**src/rtl/io_bus_master_pkg.sv**
```systemverilog
// Shared types for the IO bus master: FSM state encoding, bus widths and
// the command record stored in the command FIFO.
package io_bus_master_pkg;

  localparam int IO_ADDR_W = 16;
  localparam int IO_DATA_W = 16;

  typedef enum logic [1:0] {
    ST_IDLE  = 2'd0,
    ST_ISSUE = 2'd1,
    ST_WAIT  = 2'd2,
    ST_RESP  = 2'd3
  } state_e;

  // 33-bit FIFO entry: {write flag, address, write data}
  typedef struct packed {
    logic                 wr;
    logic [IO_ADDR_W-1:0] addr;
    logic [IO_DATA_W-1:0] data;
  } cmd_t;

endpackage

```
**src/rtl/io_cmd_fifo.sv**
```systemverilog
// Command FIFO for the IO bus master.
// Ports:
//   clk, rst          : clock, synchronous active-high reset (empties FIFO)
//   push_i / din_i    : push request and entry; ignored while full
//   pop_i  / dout_o   : pop request and head entry; ignored while empty
//   full_o / empty_o  : occupancy flags
module io_cmd_fifo
  import io_bus_master_pkg::*;
#(
  parameter int DEPTH = 4
) (
  input  logic clk,
  input  logic rst,
  input  logic push_i,
  input  cmd_t din_i,
  input  logic pop_i,
  output cmd_t dout_o,
  output logic full_o,
  output logic empty_o
);

  localparam int AW = $clog2(DEPTH);

  cmd_t          mem_q [DEPTH];
  logic [AW-1:0] wr_ptr_q, rd_ptr_q;
  logic [AW:0]   cnt_q;
  logic          do_push, do_pop;

  assign full_o  = (cnt_q == (AW+1)'(DEPTH));
  assign empty_o = (cnt_q == '0);
  // A full FIFO refuses the push even when the head is popped this cycle.
  assign do_push = push_i && !full_o;
  assign do_pop  = pop_i && !empty_o;
  assign dout_o  = mem_q[rd_ptr_q];

  // Pointers wrap naturally because DEPTH is a power of two.
  always_ff @(posedge clk) begin
    if (rst) begin
      wr_ptr_q <= '0;
      rd_ptr_q <= '0;
      cnt_q    <= '0;
    end else begin
      if (do_push) begin
        mem_q[wr_ptr_q] <= din_i;
        wr_ptr_q        <= wr_ptr_q + 1'b1;
      end
      if (do_pop) rd_ptr_q <= rd_ptr_q + 1'b1;
      case ({do_push, do_pop})
        2'b10:   cnt_q <= cnt_q + 1'b1;
        2'b01:   cnt_q <= cnt_q - 1'b1;
        default: ;
      endcase
    end
  end

endmodule

```
**src/rtl/io_bus_master.sv**
```systemverilog
// IO bus master: queues write/read commands and replays them in order as
// single-cycle strobes on a simple IO bus; read data returns as a one-cycle
// rsp_valid pulse.
// Ports:
//   clk, rst                          : clock, synchronous active-high reset
//   cmd_valid/cmd_ready               : command handshake (ready = FIFO not full)
//   cmd_write/cmd_addr/cmd_wdata      : command payload
//   rsp_valid/rsp_rdata               : read response (data held between pulses)
//   busy                              : FIFO non-empty or FSM not idle
//   io_address/io_write_value         : registered IO bus address/data
//   io_write_en/io_read_en            : registered one-cycle strobes
//   io_read_value                     : responder read data, valid RD_LAT after strobe
module io_bus_master
  import io_bus_master_pkg::*;
#(
  parameter int DEPTH  = 4,
  parameter int RD_LAT = 1
) (
  input  logic                 clk,
  input  logic                 rst,
  input  logic                 cmd_valid,
  output logic                 cmd_ready,
  input  logic                 cmd_write,
  input  logic [IO_ADDR_W-1:0] cmd_addr,
  input  logic [IO_DATA_W-1:0] cmd_wdata,
  output logic                 rsp_valid,
  output logic [IO_DATA_W-1:0] rsp_rdata,
  output logic                 busy,
  output logic [IO_ADDR_W-1:0] io_address,
  output logic [IO_DATA_W-1:0] io_write_value,
  input  logic [IO_DATA_W-1:0] io_read_value,
  output logic                 io_write_en,
  output logic                 io_read_en
);

  state_e               state_q, state_d;
  logic [1:0]           cnt_q, cnt_d;
  logic                 cmd_wr_q, cmd_wr_d;
  logic [IO_ADDR_W-1:0] addr_q, addr_d;
  logic [IO_DATA_W-1:0] wval_q, wval_d;
  logic                 wen_q, wen_d, ren_q, ren_d;
  logic                 rsp_valid_q, rsp_valid_d;
  logic [IO_DATA_W-1:0] rdata_q, rdata_d;

  cmd_t fifo_din, fifo_head;
  logic fifo_full, fifo_empty, pop;

  assign fifo_din = '{wr: cmd_write, addr: cmd_addr, data: cmd_wdata};

  io_cmd_fifo #(.DEPTH(DEPTH)) u_fifo (
    .clk     (clk),
    .rst     (rst),
    .push_i  (cmd_valid),
    .din_i   (fifo_din),
    .pop_i   (pop),
    .dout_o  (fifo_head),
    .full_o  (fifo_full),
    .empty_o (fifo_empty)
  );

  // The command register is {cmd_wr_q, addr_q, wval_q}; it is loaded at the
  // pop so the bus outputs come straight from flops during ISSUE.
  always_comb begin
    state_d     = state_q;
    cnt_d       = cnt_q;
    cmd_wr_d    = cmd_wr_q;
    addr_d      = addr_q;
    wval_d      = wval_q;
    wen_d       = 1'b0;
    ren_d       = 1'b0;
    rsp_valid_d = 1'b0;
    rdata_d     = rdata_q;
    pop         = 1'b0;
    case (state_q)
      ST_IDLE: begin
        if (!fifo_empty) begin
          pop      = 1'b1;
          cmd_wr_d = fifo_head.wr;
          addr_d   = fifo_head.addr;
          // Write data only moves on writes so it holds across reads.
          if (fifo_head.wr) begin
            wval_d = fifo_head.data;
            wen_d  = 1'b1;
          end else begin
            ren_d  = 1'b1;
          end
          state_d = ST_ISSUE;
        end
      end
      ST_ISSUE: begin
        cnt_d   = '0;
        state_d = cmd_wr_q ? ST_IDLE : ST_WAIT;
      end
      ST_WAIT: begin
        if (cnt_q == 2'(RD_LAT - 1)) begin
          rdata_d     = io_read_value;
          rsp_valid_d = 1'b1;
          state_d     = ST_RESP;
        end else begin
          cnt_d = cnt_q + 2'd1;
        end
      end
      ST_RESP: state_d = ST_IDLE;
      default: state_d = ST_IDLE;
    endcase
  end

  always_ff @(posedge clk) begin
    if (rst) begin
      state_q     <= ST_IDLE;
      cnt_q       <= '0;
      cmd_wr_q    <= 1'b0;
      addr_q      <= '0;
      wval_q      <= '0;
      wen_q       <= 1'b0;
      ren_q       <= 1'b0;
      rsp_valid_q <= 1'b0;
      rdata_q     <= '0;
    end else begin
      state_q     <= state_d;
      cnt_q       <= cnt_d;
      cmd_wr_q    <= cmd_wr_d;
      addr_q      <= addr_d;
      wval_q      <= wval_d;
      wen_q       <= wen_d;
      ren_q       <= ren_d;
      rsp_valid_q <= rsp_valid_d;
      rdata_q     <= rdata_d;
    end
  end

  assign cmd_ready      = !fifo_full;
  assign busy           = !fifo_empty || (state_q != ST_IDLE);
  assign rsp_valid      = rsp_valid_q;
  assign rsp_rdata      = rdata_q;
  assign io_address     = addr_q;
  assign io_write_value = wval_q;
  assign io_write_en    = wen_q;
  assign io_read_en     = ren_q;

endmodule

```
**config.mk**
```make
export PLATFORM = sky130hd
export DESIGN_NAME = io_bus_master
export DESIGN_NICKNAME = d
export VERILOG_FILES = /design/src/rtl/io_bus_master_pkg.sv /design/src/rtl/io_cmd_fifo.sv /design/src/rtl/io_bus_master.sv
export SDC_FILE = /design/constraint.sdc
export NUM_CORES = 1
export LEC_CHECK = 0
export CAP_MARGIN = 0
export CORE_ASPECT_RATIO = 2
export CORE_MARGIN = 4
export CORE_UTILIZATION = 35
export DETAILED_ROUTE_END_ITERATION = 16
export SETUP_SLACK_MARGIN = 0.02
export SYNTH_ARGS = -nofsm -noshare
export SYNTH_HDL_FRONTEND = slang
export SYNTH_SLANG_ARGS = --single-unit
```
**constraint.sdc**
```tcl
create_clock -name clk -period 3 [get_ports clk]
set_clock_uncertainty 0.05 [all_clocks]
set_input_delay 0.45 -clock clk [delete_from_list [all_inputs] [get_ports clk]]
set_output_delay 0.45 -clock clk [all_outputs]
set_load 0.005 [all_outputs]
```
==> flow_summary_export.csv <==
group,metric,value,unit
sta,fin_crit_sh,81.7,%
detailed_routing,drc_errors,0,
detailed_routing,avgViaCountPerCell,4.85,
detailed_routing,route.detailed.wl_per_inst,17.6,um
floorplan,fp.dieH,214,um
flow_run,max_cap_violations,0,
hold_path,hp-class,"register to register",
setup_path,crit_path_start_kind,"register",
global_route,maximum_number_of_pins_on_one_net_before_global_route_repair,81,
sta,worst_slew_pin_slew,0.750,ns
cells_and_area,fillCellCount,1873,
sta,grt_setup_unrepaired,"false",
floorplan,die_width,111,um
global_route,globalRoute.totalOverflow,0,
detailed_routing,drt-pass1-iter-count,6,
sta,final_period_minus_worst_setup_slack,2.45,ns
synth,synth_top_cells_by_area,"sky130_fd_sc_hd__edfxtp_1 53%, sky130_fd_sc_hd__dfxtp_1 17%, sky130_fd_sc_hd__mux4_2 10%",
synth,synth_compound_area_share,4.63,%
clock_tree,tritoncts,"built",
power,power.ir.vdd_worst,508,uV
placement,placedInstanceArea,8810,um2
placement,gp_congestion,0.731,
power,leakagePower,0.00310,uW
clock_tree,ctsLongestPathBuffers,2,
synth,post_synth_fa_ha_maj_area_fraction,1.28,%
synth,post_synth_mux_area_share,12.4,%
floorplan,die_area,23800,um2
floorplan,top_level_ports,105,
cells_and_area,layout_commonest_cell,"sky130_fd_sc_hd__edfxtp_1",
setup_path,crit_required,3.31,ns
clock_tree,clockRootBuffer,"sky130_fd_sc_hd__clkbuf_16",
sta,timing.fmax,408,MHz
clock_tree,cts-buffers-inserted,17,
power,p_per_area,830,nW/um2
synth,synthCells,481,
synth,synth-seq-area-share,70.6,%
placement,detailedPlacementHpwl,10300,um
placement,post-place-ws,0.552,ns
setup_path,critical_path.endpoint_type,"register",
clock_tree,clk_latency,0.43,ns
clock_tree,cts.htree.levels,4,
floorplan,floorplan.initialDensity,35.5,%
detailed_routing,ant_nets,0,
clock_tree,hold_buf_count_cts,0,
sta,setup_viol_count_final,0,
synth,synth_area_leader_cell,"sky130_fd_sc_hd__edfxtp_1",
cells_and_area,multi_input_area,2000,um2
synth,main_combinational_cell_family_by_area_after_synthesis,"multiplexers",
cells_and_area,final_nets,644,
synth,synthesis.area_per_instance,15.5,um2
synth,yosys_warnings,0,
synth,synth_area,7460,um2
cells_and_area,area.growth.synth_to_final,25.6,%
setup_path,critical_path_peak_fanout,5,
clock_tree,cts_post_setup_buffers_inserted,0,
sta,report.final.hold_viol_count,0,
cells_and_area,final_core_utilization,44.5,%
detailed_routing,drt_first_iter_violations,134,
global_route,grt_util_all_layers,13.4,%
sta,timing.final.ws_setup,0.549,ns
global_route,antenna_found_initial,0,
clock_tree,clock_sink_count,197,
setup_path,arrival,2.76,ns
synth,synth.ff_latch_count,197,
setup_path,timing.setup.critical_path_class,"register to register",
sta,final_max_slew_viol_count,0,
detailed_routing,routed-via-count,4201,
cells_and_area,insertedDiodeCount,0,
clock_tree,ctsResizeCount,0,
synth,post-synth-top-area-fraction,53.2,%
global_route,grt_pass1_wl,24600,um
status,outcome,"complete, no violations",
cells_and_area,layout.cells.most_common_list,"132 x sky130_fd_sc_hd__edfxtp_1, 103 x sky130_fd_sc_hd__clkdlybuf4s50_1, 63 x sky130_fd_sc_hd__dfxtp_1, 42 x sky130_fd_sc_hd__a21oi_1, 36 x sky130_fd_sc_hd__nand2_1",
sta,max-slew-margin-rel,50.0,%
global_route,grt_pass1_vias,4463,
sta,timing.setup.tns,0,ns
cells_and_area,share_of_layout_cells_above_drive_strength_1,14.5,%
detailed_routing,finalWirelength,15300,um
cells_and_area,layout.cell_area.non_filler,9360,um2
floorplan,core.rowCount,75,
sta,worst_hold_slack,0.404,ns
clock_tree,clkSlewWorstSetupHoldPaths,0.07,ns
placement,placement.io_buffers,104,
synth,xor_xnor_cell_area_share_of_the_yosys_netlist,0.235,%
floorplan,core_area,21000,um2
cells_and_area,regArea,5270,um2
synth,netlist-cell-type-count,37,
synth,syn_nets,540,
synth,post_synth_and_or_nand_nor_area_fraction,8.12,%
-- flip-flops by register name (all words and copies together), names as in the netlist, named ones only --
signal and flops:
u_fifo.rd_ptr_q 2, cnt_q 2, rsp_valid 1, u_fifo.cnt_q 3
io_address 16, cmd_wr_q 1, io_read_en 1, io_write_en 1
u_fifo.wr_ptr_q 2, u_fifo.mem_q 132, state_q 1, io_write_value 16
rsp_rdata 16
-- routing by layer --
| metal | GRT usage, % | vias to the layer above | share of wire (%) |
|---|---|---|---|
| li1 | - | 1994 | - |
| met1 | 14.1 | 2089 | 36 |
| met2 | 24.8 | 96 | 57 |
| met3 | 3.30 | 22 | 3.6 |
| met4 | 5.72 | 0 | 2.7 |
| met5 | 0 | - | 0 |
-- logic make-up after synthesis --
group / after synthesis
xor+xnor: 2
fa+ha+maj: 7
compound gates: 67
flops: 197
mux: 51
simple gates: 116
buf+inv: 41
-- area by class of cell --
| cell class | count | share of cell area (%) |
|---|---|---|
| Clock buffer | 18 | 4.58 |
| Tap cell | 269 | 3.59 |
| Multi-Input combinational cell | 243 | 21.3 |
| Inverter | 10 | 0.401 |
| Sequential cell | 197 | 56.3 |
| Timing Repair Buffer | 116 | 12.6 |
| Clock inverter | 14 | 1.27 |
-- through the flow --
step | power [uW] | std cells
final | 7770 | 867
after global routing | 8220 | 867
after CTS | 7890 | 867
after detailed placement | 5770 | 835
after global placement | 5690 | 835
after floorplan | 4860 | 481
-- worst max-delay path, stage by stage, from the launching register on --
cell,delay (ns)
sky130_fd_sc_hd__dfxtp_1,0.39
sky130_fd_sc_hd__nor3b_1,0.42
sky130_fd_sc_hd__inv_1,0.17
sky130_fd_sc_hd__nand2_1,0.11
sky130_fd_sc_hd__ha_1,0.18
sky130_fd_sc_hd__inv_1,0.06
sky130_fd_sc_hd__fa_1,0.38
sky130_fd_sc_hd__xor2_1,0.16
sky130_fd_sc_hd__or3_1,0.31
sky130_fd_sc_hd__a21oi_1,0.14
-- synth_stat cells, drive strengths merged --
| cell | n |
|---|---|
| a21o | 1 |
| a21oi | 42 |
| and2 | 4 |
| and3b | 1 |
| buf | 17 |
| clkbuf | 14 |
| dfxtp | 65 |
| edfxtp | 132 |
| fa | 1 |
| ha | 6 |
| inv | 10 |
| mux2i | 18 |
| mux4 | 33 |
| nand2 | 36 |
| nand2b | 33 |
| nand3 | 20 |
| nand3b | 2 |
| nor2 | 8 |
| nor2b | 1 |
| nor3 | 3 |
| nor3b | 2 |
| nor4 | 1 |
| nor4b | 1 |
| o21a | 1 |
| o21ai | 21 |
| o21bai | 1 |
| o31ai | 1 |
| or2 | 1 |
| or3 | 2 |
| or4 | 1 |
| xor2 | 2 |
-- power breakdown --
| group | switching, uW | internal [uW] | total, uW |
|---|---|---|---|
| logic | 1100 | 1130 | 2230 |
| clock network | 1020 | 1080 | 2100 |
| registers | 200 | 3240 | 3440 |
| total | 2310 | 5460 | 7770 |
-- final timing paths --
path,to,cells after the start,slack [ns],startpoint
worst max register to register,u_fifo.cnt_q[2],9,0.55,u_fifo.cnt_q[2]
worst min-delay path,rsp_rdata[6],2,0.40,rsp_rdata[6]
worst max-delay path,u_fifo.cnt_q[2],9,0.55,u_fifo.cnt_q[2]
worst min register to register,rsp_rdata[6],2,0.40,rsp_rdata[6]
No activity file was read; power rests on OpenSTA's default activity.
